$ cat src/rtl/rad4_fft4_stream.sv
// rad4_fft4_stream: streaming complex 4-point radix-4 DFT.
// It loads four samples, computes all bins in one registered stage, then streams the bins in order.
module rad4_fft4_stream #(
    parameter int DW    = 8,
    parameter bit SCALE = 1'b0
) (
    input  logic                 clk,
    input  logic                 rst_n,
    input  logic                 in_valid,
    output logic                 in_ready,
    input  logic signed [DW-1:0] in_re,
    input  logic signed [DW-1:0] in_im,
    input  logic                 in_inv,
    output logic                 out_valid,
    input  logic                 out_ready,
    output logic signed [DW+1:0] out_re,
    output logic signed [DW+1:0] out_im,
    output logic [1:0]           out_idx,
    output logic                 out_last,
    output logic                 busy
);
    localparam int OW = DW + 2;

    typedef enum logic [1:0] {LOAD, CALC, OUT} state_t;

    state_t               state_q, state_d;
    logic [1:0]           cnt_q, cnt_d, idx_q, idx_d;
    logic                 inv_q, inv_d;
    logic signed [DW-1:0] xr_q [4], xr_d [4], xi_q [4], xi_d [4];
    logic signed [OW-1:0] br_q [4], br_d [4], bi_q [4], bi_d [4];
    logic signed [OW-1:0] er [4], ei [4], fr [4], fi [4];
    logic signed [OW-1:0] s0r, s0i, s1r, s1i, d0r, d0i, d1r, d1i;

    // Widen first: DW+2 bits hold any sum of four DW-bit samples.
    always_comb begin
        for (int i = 0; i < 4; i++) begin
            er[i] = {{2{xr_q[i][DW-1]}}, xr_q[i]};
            ei[i] = {{2{xi_q[i][DW-1]}}, xi_q[i]};
        end
        s0r = er[0] + er[2];
        s0i = ei[0] + ei[2];
        s1r = er[1] + er[3];
        s1i = ei[1] + ei[3];
        d0r = er[0] - er[2];
        d0i = ei[0] - ei[2];
        d1r = er[1] - er[3];
        d1i = ei[1] - ei[3];
        fr[0] = s0r + s1r;
        fi[0] = s0i + s1i;
        fr[2] = s0r - s1r;
        fi[2] = s0i - s1i;
        // Inverse conjugates the twiddle, which swaps bins 1 and 3.
        fr[1] = inv_q ? d0r - d1i : d0r + d1i;
        fi[1] = inv_q ? d0i + d1r : d0i - d1r;
        fr[3] = inv_q ? d0r + d1i : d0r - d1i;
        fi[3] = inv_q ? d0i - d1r : d0i + d1r;
    end

    always_comb begin
        state_d = state_q;
        cnt_d   = cnt_q;
        idx_d   = idx_q;
        inv_d   = inv_q;
        xr_d    = xr_q;
        xi_d    = xi_q;
        br_d    = br_q;
        bi_d    = bi_q;
        case (state_q)
            LOAD: if (in_valid) begin
                xr_d[cnt_q] = in_re;
                xi_d[cnt_q] = in_im;
                inv_d       = (cnt_q == 2'd0) ? in_inv : inv_q;
                cnt_d       = cnt_q + 2'd1;
                state_d     = (cnt_q == 2'd3) ? CALC : LOAD;
            end
            CALC: begin
                for (int k = 0; k < 4; k++) begin
                    br_d[k] = SCALE ? fr[k] >>> 2 : fr[k];
                    bi_d[k] = SCALE ? fi[k] >>> 2 : fi[k];
                end
                idx_d   = 2'd0;
                state_d = OUT;
            end
            OUT: if (out_ready) begin
                idx_d   = idx_q + 2'd1;
                cnt_d   = 2'd0;
                state_d = (idx_q == 2'd3) ? LOAD : OUT;
            end
            default: state_d = LOAD;
        endcase
    end

    always_ff @(posedge clk or negedge rst_n) begin
        if (!rst_n) begin
            state_q <= LOAD;
            cnt_q   <= 2'd0;
            idx_q   <= 2'd0;
            inv_q   <= 1'b0;
            for (int i = 0; i < 4; i++) begin
                xr_q[i] <= '0;
                xi_q[i] <= '0;
                br_q[i] <= '0;
                bi_q[i] <= '0;
            end
        end else begin
            state_q <= state_d;
            cnt_q   <= cnt_d;
            idx_q   <= idx_d;
            inv_q   <= inv_d;
            xr_q    <= xr_d;
            xi_q    <= xi_d;
            br_q    <= br_d;
            bi_q    <= bi_d;
        end
    end

    assign in_ready  = state_q == LOAD;
    assign out_valid = state_q == OUT;
    assign out_re    = out_valid ? br_q[idx_q] : '0;
    assign out_im    = out_valid ? bi_q[idx_q] : '0;
    assign out_idx   = idx_q;
    assign out_last  = out_valid && idx_q == 2'd3;
    assign busy      = !(state_q == LOAD && cnt_q == 2'd0);
endmodule
$ cat config.mk
export PLATFORM = sky130hd
export DESIGN_NAME = rad4_fft4_stream
export DESIGN_NICKNAME = d
export VERILOG_FILES = /design/src/rtl/rad4_fft4_stream.sv
export SDC_FILE = /design/constraint.sdc
export NUM_CORES = 1
export LEC_CHECK = 0
export CAP_MARGIN = 20
export CORE_ASPECT_RATIO = 2
export CORE_MARGIN = 4
export CORE_UTILIZATION = 63
export CTS_CLUSTER_DIAMETER = 200
export DETAILED_ROUTE_END_ITERATION = 7
export GPL_TIMING_DRIVEN = 0
export MAX_ROUTING_LAYER = met4
export PLACE_DENSITY = 0.82
export SLEW_MARGIN = 15
export SYNTH_ARGS = -nofsm -noshare
export SYNTH_HDL_FRONTEND = slang
export SYNTH_SLANG_ARGS = --single-unit
$ cat constraint.sdc
create_clock -name clk -period 3.83 [get_ports clk]
set_clock_uncertainty 0.2 [all_clocks]
set_input_delay 0.766 -clock clk [delete_from_list [all_inputs] [get_ports clk]]
set_output_delay 0.766 -clock clk [all_outputs]
set_load 0.01 [all_outputs]
; ---- Word level (Yosys, flattened, before mapping)
; Cells that the tools add are included.
[word_totals]
regBits = 151
input_bits = 21
elab_cells = 88
[op_classes]
n_addsub = 18
n_lt_le_gt_ge = 3
eq_ne = 6
muxes = 26
bitwise = 2
reduce_logical = 13
[op_table]
columns = cell, count
row1 = $mux 10, 10
row2 = $bwmux 32, 2
row3 = $add 9x9->10, 4
row4 = $bmux 10 s2, 2
row5 = $sub 9x9->10, 4
row6 = $add 8x8->9, 4
row7 = $sub 8x8->9, 4
row8 = $demux 8 s2, 1
row9 = $mux 2, 6
row10 = $mux 8, 1
row11 = $pmux 2 s2, 2
row12 = $eq 2x2->1 const B, 3
row13 = $ge 3x3->1 const B, 2
row14 = $not 2->3, 2
row15 = $pmux 2 s3, 1
row16 = $reduce_and 2->1, 3
row17 = $reduce_and 3->1, 2
row18 = $add 2x1->2 const B, 2
row19 = $logic_not 2->1, 2
row20 = $reduce_bool 2->1, 2
row21 = $logic_and 1x1->1, 3
row22 = $lt 3x1->1 const B, 1
row23 = $eq 2x1->1 const B, 1
row24 = $ne 2x1->1 const B, 1
row25 = other kinds (3), 3

; ---- Depth between registers and ports, before layout
; Gate-level depths: netlist (run 1).
[logic_depth]
word_depth = 6
mapped_depth = 16
mapped_depth_nobuf = 15

; ---- Worst setup path after synthesis (run 1)
; Ideal clock, no wire load.
[synth_path]
path_kind = register to register
startpoint = register xr_q (netlist bit er[20])
endpoint = register bi_q[27] in the netlist's numbering
setup_ns = 0.127
t_arrival_ns = 3.029
required_ns = 3.503
setup_slack_ns = 0.474
path_stages_with_launch = 15
n_path_buf = 0
period_less_slack_ns = 3.356
path_cell_list = dfrtp_1 inv_1 ha_1 inv_1 fa_1 a21o_1 a21oi_1 o21bai_1 a21oi_1 xnor2_1 ha_1 or4_1 o22ai_2 mux2i_1 nand3_1
[synth_via]
elab_chain_cells = 3
elab_cells_between_ends = 4
classes_between = add/sub: 3 / mux: 1
[synth_rtl]
columns = item, line_no
row1 = "start, declared", 29  ; logic signed [DW-1:0] xr_q [4], xr_d [4], xi_q [4], xi_d [4];
row2 = "start signal, assigned", 110  ; xr_q <= xr_d;
row3 = $sub 8x8->9 (*), 46  ; d1r = er[1] - er[3];
row4 = $sub 9x9->10 / $add 9x9->10 (equally long branches), 54  ; fi[1] = inv_q ? d0i + d1r : d0i - d1r;
row5 = $mux 10 (*), 54
row6 = "end signal, assigned", 113  ; bi_q <= bi_d;
row7 = "end, declared", 30  ; logic signed [OW-1:0] br_q [4], br_d [4], bi_q [4], bi_d [4];
; Every way passes the cells marked *; elsewhere a longest branch is shown, timed or not.
; A chain may end at the register's enable or synchronous reset.

; ---- Worst setup path in the final report (run 1)
[layout_path]
startpoint = register xr_q (netlist bit er[20])
endpoint = register bi_q[24] in the netlist's numbering
; The elaborated chain is that of the path after synthesis.

==> run_results.csv, run 1 <==
group,metric,value,unit
die,die_h,207,µm
logic_synthesis,syn_area,12500,µm²
finish,diodes,0,
routing,drt_wl_total,35300,µm
clocking,path_clk_slew,0.06,ns
global_routing,groute.usage.overall,0.330,
routing,met3_wirelength,1480,µm
worst_setup_path,cp_num_buf_inv,3,
sta,worst_slew_pin_slew,0.766,ns
worst_setup_path,regToRegSetupSlack,0.03,ns
global_routing,overflow,0,
worst_setup_path,r2r.worst_path.cells,12,
logic_synthesis,async_flop_share,1.00,
sta,whs,0.0454,ns
routing,vias,10500,
routing,drt-met1-wl,12800,µm
worst_setup_path,cpMaxStageDelayCell,"xor2_1",
clocking,clockRootBuffer,"clkbuf_16",
logic_synthesis,syn-instance-count,1392,
logic_synthesis,ys_warn_count,0,
clocking,cts_buffers,17,
die,core_area,19500,µm²
finish,finish.utilization,0.721,
routing,dr.pass1.iters,5,
clocking,cts_max_path_buffers,2,
clocking,clkLatencyLatePin,0.45,ns
global_routing,grt_max_degree,80,
die,initial_core_util,0.641,
logic_synthesis,netlist.area_leader.share,0.295,
worst_setup_path,r2r-start,"er[20]",
clocking,clock-sinks,147,
logic_synthesis,syn_area_per_cell,8.96,µm²
routing,via_per_inst,6.09,
placed_design,dpl-instance-area,13300,µm²
logic_synthesis,synth_top_area_cell,"dfrtp_1",
logic_synthesis,synth-main-ff-cell,"dfrtp_1",
die,dieWidth,108,µm
sta,layout_min_cycle_time,3.80,ns
flow_run,cap_violations,0,
clocking,cts_tree,"yes",
die,die-area,22300,µm²
clocking,h-tree-depth,4,
worst_setup_path,worstPathRequired,3.99,ns
worst_setup_path,start_kind,"flip-flop",
run_status,status,"finished clean",
worst_setup_path,path_delay_family,"compound AO/OA/AOI/OAI gates",
worst_setup_path,worst_ep_arrival_time,3.96,ns
routing,route.top_layer_used,"met4",
worst_setup_path,critPathMaxStageDelay,0.57,ns
worst_setup_path,worst_setup_path_end_kind,"flip-flop",
sta,finalSetupTns,0,ns
worst_setup_path,critPathKind,"reg2reg",
global_routing,grt_pass1_wl,54900,µm
sta,fin_crit_sh,0.992,
logic_synthesis,syn_nets,1570,
clocking,cts.hold.buffers_added,0,
sta,rsz0062_at_grt,"no",
finish,area_growth,12.5,%
logic_synthesis,ys_seq_elements,147,
finish,final_cell_area,14000,µm²
routing,postRouteAntennaNets,0,
finish,fin_nets,1637,
logic_synthesis,ys_types,87,
placed_design,dp_hpwl,28200,µm
worst_setup_path,r2r_end,"bi_q[24]",
global_routing,antenna_found_initial,0,
placed_design,gp_congestion,1.02,
logic_synthesis,synth-edff-count,0,
sta,final_hold_viol_count,0,
sta,drv_slew,0,
placed_design,port_buffers,46,
die,fp-row-count,72,
die,io_pins,47,
finish,layout-drive-gt1-share,0.101,
routing,wl_per_cell,20.4,µm
routing,wl_met2,18100,µm
global_routing,grt_pass1_vias,10500,
routing,drt_iter0_drc,601,
worst_setup_path,crit_chain,"inv_1 -> ha_1 -> inv_1 -> fa_1 -> xor2_1 -> ha_1 -> buf_2 -> nor2b_1 -> o31ai_2 -> a21boi_0 -> o21ai_0 -> o21ai_1",
sta,setup_viol,0,
worst_setup_path,cp_max_fo,8,
sta,fmax,263,MHz
sta,slew_headroom,0.489,
routing,drc,0,
logic_synthesis,ys_seq_area_frac,0.295,
worst_hold_path,hold_class,"in2async",
logic_synthesis,synth.area.top_cells,"dfrtp_1 (29%), ha_1 (14%), o21ai_0 (4.8%)",
[state kept, by name, indices dropped and copies added, names as in the netlist]
| signal | flops |
|---|---|
| inv_q | 1 |
| br_q | 38 |
| out_idx | 2 |
| state_q | 2 |
| ei | 32 |
| er | 32 |
| bi_q | 38 |
| cnt_q | 2 |
[metal layers]
| metal | vias up | GRT usage |
|---|---|---|
| met2 | 363 | 0.549 |
| met3 | 121 | 0.0324 |
| li1 | 5011 | - |
| met5 | - | - |
| met1 | 5030 | 0.356 |
| met4 | 0 | 0.244 |
[placed cells by master (no fill, tap or decap), types with 8 or more instances in the layout]
master	Yosys	routed
nand2_1	125	125
clkbuf_1	20	21
nand3_1	10	10
o21bai_1	12	12
o311a_1	9	9
buf_2	27	27
xnor2_1	56	55
o22ai_1	12	12
mux2i_1	15	15
ha_1	141	140
a31oi_1	13	13
xor2_1	22	22
a21oi_2	0	8
o21ai_0	119	119
a21o_1	13	13
or3_1	19	19
buf_4	8	9
mux2_2	21	21
clkdlybuf4s50_1	0	45
inv_1	117	117
mux2_1	11	11
mux4_2	18	18
a21oi_1	56	48
o21ai_1	24	24
and2_1	20	20
buf_1	8	8
nand2b_1	30	30
nor2b_1	16	16
fa_1	16	16
nor2_1	92	91
nor3b_1	9	9
nor3_1	32	32
a211oi_1	21	21
o21a_1	10	10
dfrtp_1	147	147
clkbuf_16	0	17
[worst max path at each step]
| stage | start | to | cells after the start |
|---|---|---|---|
| 2_1_floorplan | er[20] | bi_q[27] | 14 |
| 3_3_place_gp | rst_n | br_q[3] | 1 |
| 3_5_place_dp | er[20] | bi_q[29] | 15 |
| 4_1_cts | ei[20] | br_q[27] | 16 |
| 5_1_grt | state_q[1] | out_im[3] | 6 |
| 6_report | er[20] | bi_q[24] | 12 |
[cells by family after synthesis]
kind of cell	Yosys count	synth area share
and+or+nand+nor	399	0.159
xor gates and xnor gates	78	0.0548
adders and majority gates	157	0.167
buffers and inverters	183	0.0609
muxes	65	0.0734
AOI/OAI and AO/OA	363	0.190
DFF	147	0.295
[final cells by class]
cell class,instances,area [µm²]
buffer,65,318
inverter,118,443
clock buffer,20,447
timing repair buffer,48,500
clock inverter,10,206
fill,1546,5420
multi-input combinational,1062,8120
sequential,147,3680
tap,259,324
[metrics by stage]
step           setup slack [ns]  cells
5_1_grt                 0.00125   1729
3_5_place_dp             -0.151   1698
2_1_floorplan             0.474   1392
4_1_cts                  0.0132   1728
3_3_place_gp              -4.01   1697
6_report                 0.0313   1729
[cells in the mapped netlist, types with 15 or more instances]
cell type  number
buf_2          27
mux2i_1        15
a211oi_1       21
o21ai_1        24
fa_1           16
nor3_1         32
nand2b_1       30
and2_1         20
nor2b_1        16
dfrtp_1       147
xor2_1         22
a21oi_1        56
or3_1          19
nor2_1         92
mux2_2         21
ha_1          141
mux4_2         18
inv_1         117
xnor2_1        56
nand2_1       125
clkbuf_1       20
o21ai_0       119
[repair_timing]
item | 4_1_cts | 5_1_grt
buffers inserted | 0 | 1
setup endpoints to repair | 3 | 23
pin swaps | 0 | 2
gates resized for setup | 2 | 16
Power of run 1 is not shown: default switching activity piles up to over one toggle a cycle in this logic, so the estimate is an artifact.
==> run 2: changes to the inputs <==
--- a/config.mk
+++ b/config.mk
@@ -14,6 +14,7 @@
 export GPL_TIMING_DRIVEN = 0
 export MAX_ROUTING_LAYER = met4
 export PLACE_DENSITY = 0.82
+export SKIP_CTS_REPAIR_TIMING = 1
 export SLEW_MARGIN = 15
 export SYNTH_ARGS = -nofsm -noshare
 export SYNTH_HDL_FRONTEND = slang
==> run 2 against run 1 <==
Compared with the run above:
- maximum frequency rose by 0.36%
- hold slack worse by 0.0051 ns
- critical path depth stayed put
- via count up 0.55%
- routed wire length about the same
- utilization is essentially flat
- global-route usage is essentially flat
- register-to-register slack about the same
- die area unchanged
- clock-buffer cell count stayed put
- final area barely moved
- setup slack better by 0.014 ns
- largest cell class unchanged
- highest routed layer unchanged
==> run_results.csv, run 2 (synthesized netlist as in run 1, its figures left out) <==
group,metric,value,unit
die,initial_core_util,0.641,
finish,fin_nets,1636,
worst_setup_path,critPathKind,"reg2reg",
global_routing,grt_max_degree,80,
routing,vias,10600,
worst_setup_path,regToRegSetupSlack,0.04,ns
sta,slew_headroom,0.500,
clocking,cts_max_path_buffers,2,
routing,via_per_inst,6.12,
routing,drt_wl_total,35300,µm
sta,setup_viol,0,
routing,dr.pass1.iters,5,
routing,wl_per_cell,20.4,µm
die,die-area,22300,µm²
clocking,h-tree-depth,4,
die,fp-row-count,72,
sta,worst_slew_pin_slew,0.750,ns
clocking,clkLatencyLatePin,0.45,ns
clocking,clock-sinks,147,
finish,nFillCells,1551,
worst_setup_path,r2r.worst_path.cells,12,
sta,fin_crit_sh,0.988,
die,core_area,19500,µm²
routing,drc,0,
finish,diodes,0,
worst_setup_path,crit_path_start,"er[20]",
die,io_pins,47,
sta,setup_ws,0.0448,ns
worst_setup_path,start_kind,"flip-flop",
worst_setup_path,cp_max_fo,8,
placed_design,gp_congestion,1.02,
global_routing,grt_pass1_wl,54900,µm
clocking,path_clk_slew,0.06,ns
global_routing,antenna_found_initial,0,
die,die_h,207,µm
finish,final_common_cell,"dfrtp_1",
finish,multi_input_area,8120,µm²
global_routing,overflow,0,
worst_setup_path,r2r-start,"er[20]",
clocking,clockRootBuffer,"clkbuf_16",
clocking,cts_tree,"yes",
worst_setup_path,worst_ep_arrival_time,3.95,ns
sta,fmax,264,MHz
worst_setup_path,worst_setup_path_end_kind,"flip-flop",
finish,mostFrequentLayoutCells,"dfrtp_1 (147), ha_1 (140), nand2_1 (125), o21ai_0 (119), inv_1 (117)",
clocking,cts_buffers,17,
flow_run,cap_violations,0,
routing,postRouteAntennaNets,0,
worst_setup_path,r2r_end,"bi_q[24]",
routing,drt_iter0_drc,587,
placed_design,port_buffers,46,
sta,drv_slew,0,
global_routing,groute.usage.overall,0.330,
finish,area_growth,12.4,%
finish,top_regs,"bi_q (38), br_q (38)",
finish,regArea,3680,µm²
placed_design,dp_slack,-0.151,ns
finish,layout-drive-gt1-share,0.100,
sta,layout_min_cycle_time,3.79,ns
run_status,status,"finished clean",
global_routing,grt_pass1_vias,10500,
sta,final_hold_viol_count,0,
worst_setup_path,worstPathRequired,3.99,ns
die,dieWidth,108,µm
placed_design,dp_hpwl,28200,µm
worst_hold_path,hold_class,"in2async",
sta,rsz0062_at_grt,"no",
[run 2: changes by cell type in the layout (fill, tap and decap cells not counted), sizes merged]
cell	change
buf	-1
[run 2: how the worst max path moves through the flow]
stage / endpoint / slack [ns] / cells past startpoint
2_1_floorplan: bi_q[27] / 0.47 / 14
4_1_cts: bi_q[29] / -0.18 / 15
3_5_place_dp: bi_q[29] / -0.15 / 15
3_3_place_gp: br_q[3] / -4.01 / 1
6_report: bi_q[24] / 0.04 / 12
5_1_grt: out_im[3] / 0.001 / 6
[run 2: routing by layer]
| layer | global-route usage | up-vias | share of wire |
|---|---|---|---|
| met5 | - | - | 0 |
| met4 | 0.245 | 0 | 0.082 |
| met3 | 0.0321 | 108 | 0.036 |
| met2 | 0.549 | 326 | 0.52 |
| met1 | 0.356 | 5132 | 0.36 |
| li1 | - | 5017 | - |
[run 2: area by class of cell]
cell class	instances	area share
Multi-Input combinational cell	1062	0.579
Sequential cell	147	0.262
Timing Repair Buffer	47	0.0351
Clock buffer	20	0.0318
Inverter	118	0.0316
Tap cell	259	0.0231
Buffer	65	0.0227
Clock inverter	10	0.0147
[run 2: critical path: stages, from the launching register on]
cell and delay, ns:
dfrtp_1 0.38, inv_1 0.07, ha_1 0.18, inv_1 0.06
fa_1 0.40, xor2_1 0.58, ha_1 0.35, buf_2 0.17
nor2b_1 0.17, o31ai_2 0.36, a21boi_0 0.42, o21ai_0 0.16
o21ai_1 0.20
[run 2: per-stage QoR]
step / area (µm²) / hold WS (ns) / std cells / setup TNS [ns] / util
global placement: 13300 / 0.257 / 1697 / -585.10 / 0.681
finish: 14000 / 0.0403 / 1728 / 0 / 0.721
detailed placement: 13300 / 0.266 / 1698 / -0.302 / 0.683
floorplan: 12500 / 0.240 / 1392 / 0 / -
CTS: 13900 / 0.0885 / 1728 / -0.372 / 0.717
global route: 14000 / 0.0919 / 1728 / 0 / 0.721
Power of run 2 is left out for the same reason.
==> run 3: changes to the inputs <==
--- a/config.mk
+++ b/config.mk
@@ -5,6 +5,7 @@
 export SDC_FILE = /design/constraint.sdc
 export NUM_CORES = 1
 export LEC_CHECK = 0
+export ABC_AREA = 0
 export CAP_MARGIN = 20
 export CORE_ASPECT_RATIO = 2
 export CORE_MARGIN = 4
@@ -15,7 +16,8 @@
 export MAX_ROUTING_LAYER = met4
 export PLACE_DENSITY = 0.82
 export SKIP_CTS_REPAIR_TIMING = 1
-export SLEW_MARGIN = 15
+export SLEW_MARGIN = 20
 export SYNTH_ARGS = -nofsm -noshare
 export SYNTH_HDL_FRONTEND = slang
 export SYNTH_SLANG_ARGS = --single-unit
+export TNS_END_PERCENT = 1
==> run 3 against run 2 <==
Compared with the run above:
- maximum frequency increased by 0.42%
- highest routed layer unchanged
- non-clock buffer count unchanged
- final area about the same
- clock-buffer cell count unchanged
- cell count unchanged
- setup slack improved by 0.016 ns
- global-route usage unchanged
- critical path type unchanged
- die area unchanged
- routed wire length decreased by 0.14%
- hold slack improved by 0.0020 ns
==> run_results.csv, run 3 (synthesized netlist as in run 1, its figures left out) <==
group,metric,value,unit
run_status,status,"finished clean",
placed_design,dpl-instance-area,13300,µm²
clocking,clock-sinks,147,
worst_setup_path,worstPathRequired,3.99,ns
worst_hold_path,hold_class,"in2async",
sta,fin_crit_sh,0.984,
routing,wl_per_cell,20.4,µm
routing,met3_wirelength,1310,µm
routing,route.top_layer_used,"met4",
die,io_pins,47,
finish,fin_nets,1636,
sta,final_hold_viol_count,0,
routing,dr.pass1.iters,5,
worst_setup_path,path_delay_family,"compound AO/OA/AOI/OAI gates",
global_routing,overflow,0,
finish,final_common_cell,"dfrtp_1",
sta,finalSetupTns,0,ns
clocking,path_clk_slew,0.06,ns
die,die_h,207,µm
clocking,cts_tree,"yes",
worst_setup_path,r2r.worst_path.cells,12,
die,die-area,22300,µm²
worst_setup_path,worst_setup_path_end_kind,"flip-flop",
sta,setup_ws,0.0607,ns
routing,vias,10500,
finish,mostFrequentLayoutCells,"dfrtp_1 (147), ha_1 (141), nand2_1 (125), o21ai_0 (119), inv_1 (117)",
finish,area_growth,12.3,%
worst_setup_path,crit_chain,"inv_1 -> ha_1 -> inv_1 -> fa_1 -> xor2_1 -> ha_1 -> buf_2 -> nor2b_1 -> o31ai_2 -> a21boi_0 -> o21ai_0 -> o21ai_1",
sta,worst_slew_pin_slew,0.753,ns
worst_setup_path,cp_num_buf_inv,3,
sta,whs,0.0423,ns
worst_setup_path,critPathMaxStageDelay,0.58,ns
worst_setup_path,critPathKind,"reg2reg",
die,dieWidth,108,µm
worst_setup_path,path_depth,12,
global_routing,grt_pass1_wl,54900,µm
sta,setup_viol,0,
placed_design,gp_congestion,1.02,
routing,drc,0,
sta,drv_slew,0,
die,core_area,19500,µm²
sta,slew_headroom,0.498,
worst_setup_path,r2r-start,"er[20]",
clocking,h-tree-depth,4,
placed_design,dp_hpwl,28200,µm
global_routing,groute.usage.overall,0.330,
worst_setup_path,cpMaxStageDelayCell,"xor2_1",
sta,fmax,265,MHz
die,initial_core_util,0.641,
worst_setup_path,cp_max_fo,8,
sta,layout_min_cycle_time,3.77,ns
placed_design,port_buffers,46,
worst_setup_path,r2r_end,"bi_q[24]",
placed_design,dp_slack,-0.151,ns
sta,rsz0062_at_grt,"yes",
routing,drt-met1-wl,12900,µm
global_routing,antenna_found_initial,0,
finish,diodes,0,
finish,layout-drive-gt1-share,0.0987,
worst_setup_path,worst_ep_arrival_time,3.93,ns
routing,drt_iter0_drc,605,
clocking,cts_buffers,17,
finish,top_regs,"bi_q (38), br_q (38)",
worst_setup_path,regToRegSetupSlack,0.06,ns
routing,wl_met2,18200,µm
routing,via_per_inst,6.09,
global_routing,grt_max_degree,80,
routing,drt_wl_total,35300,µm
worst_setup_path,start_kind,"flip-flop",
clocking,clockRootBuffer,"clkbuf_16",
flow_run,cap_violations,0,
clocking,cts_max_path_buffers,2,
clocking,clkLatencyLatePin,0.45,ns
finish,final_cell_area,14000,µm²
routing,postRouteAntennaNets,0,
die,fp-row-count,72,
global_routing,grt_pass1_vias,10500,
run 3: cell types whose count changed in the layout (fill, tap and decap cells not counted):
cell,change
ha_1,+1
o22ai_4,-1
ha_2,-1
a21oi_2,-1
o22ai_2,+1
a21oi_1,+1
run 3: cell type report:
cell class                 instances  area (µm²)
fill                            1553        5450
clock buffer                      20         447
timing repair buffer              47         493
tap                              259         324
sequential                       147        3680
clock inverter                    10         206
multi-input combinational       1062        8100
inverter                         118         443
buffer                            65         318
run 3: worst max-delay path by stage:
stage,from,to,slack [ns]
global placement,rst_n,br_q[3],-4.01
finish,er[20],bi_q[24],0.06
floorplan,er[20],bi_q[27],0.47
CTS,er[20],bi_q[29],-0.18
detailed placement,er[20],bi_q[29],-0.15
global route,ei[30],bi_q[27],-0.04
run 3: per-stage QoR:
step,util,std cells
after floorplan,-,1392
after global placement,0.681,1697
after detailed placement,0.683,1698
after CTS,0.717,1728
after global routing,0.720,1728
final,0.720,1728
run 3: layer usage:
layer | track usage | up-vias
met4 | 0.245 | 0
met1 | 0.356 | 5069
met3 | 0.0321 | 118
li1 | - | 5006
met5 | - | -
met2 | 0.549 | 329
Power of run 3 is left out for the same reason.
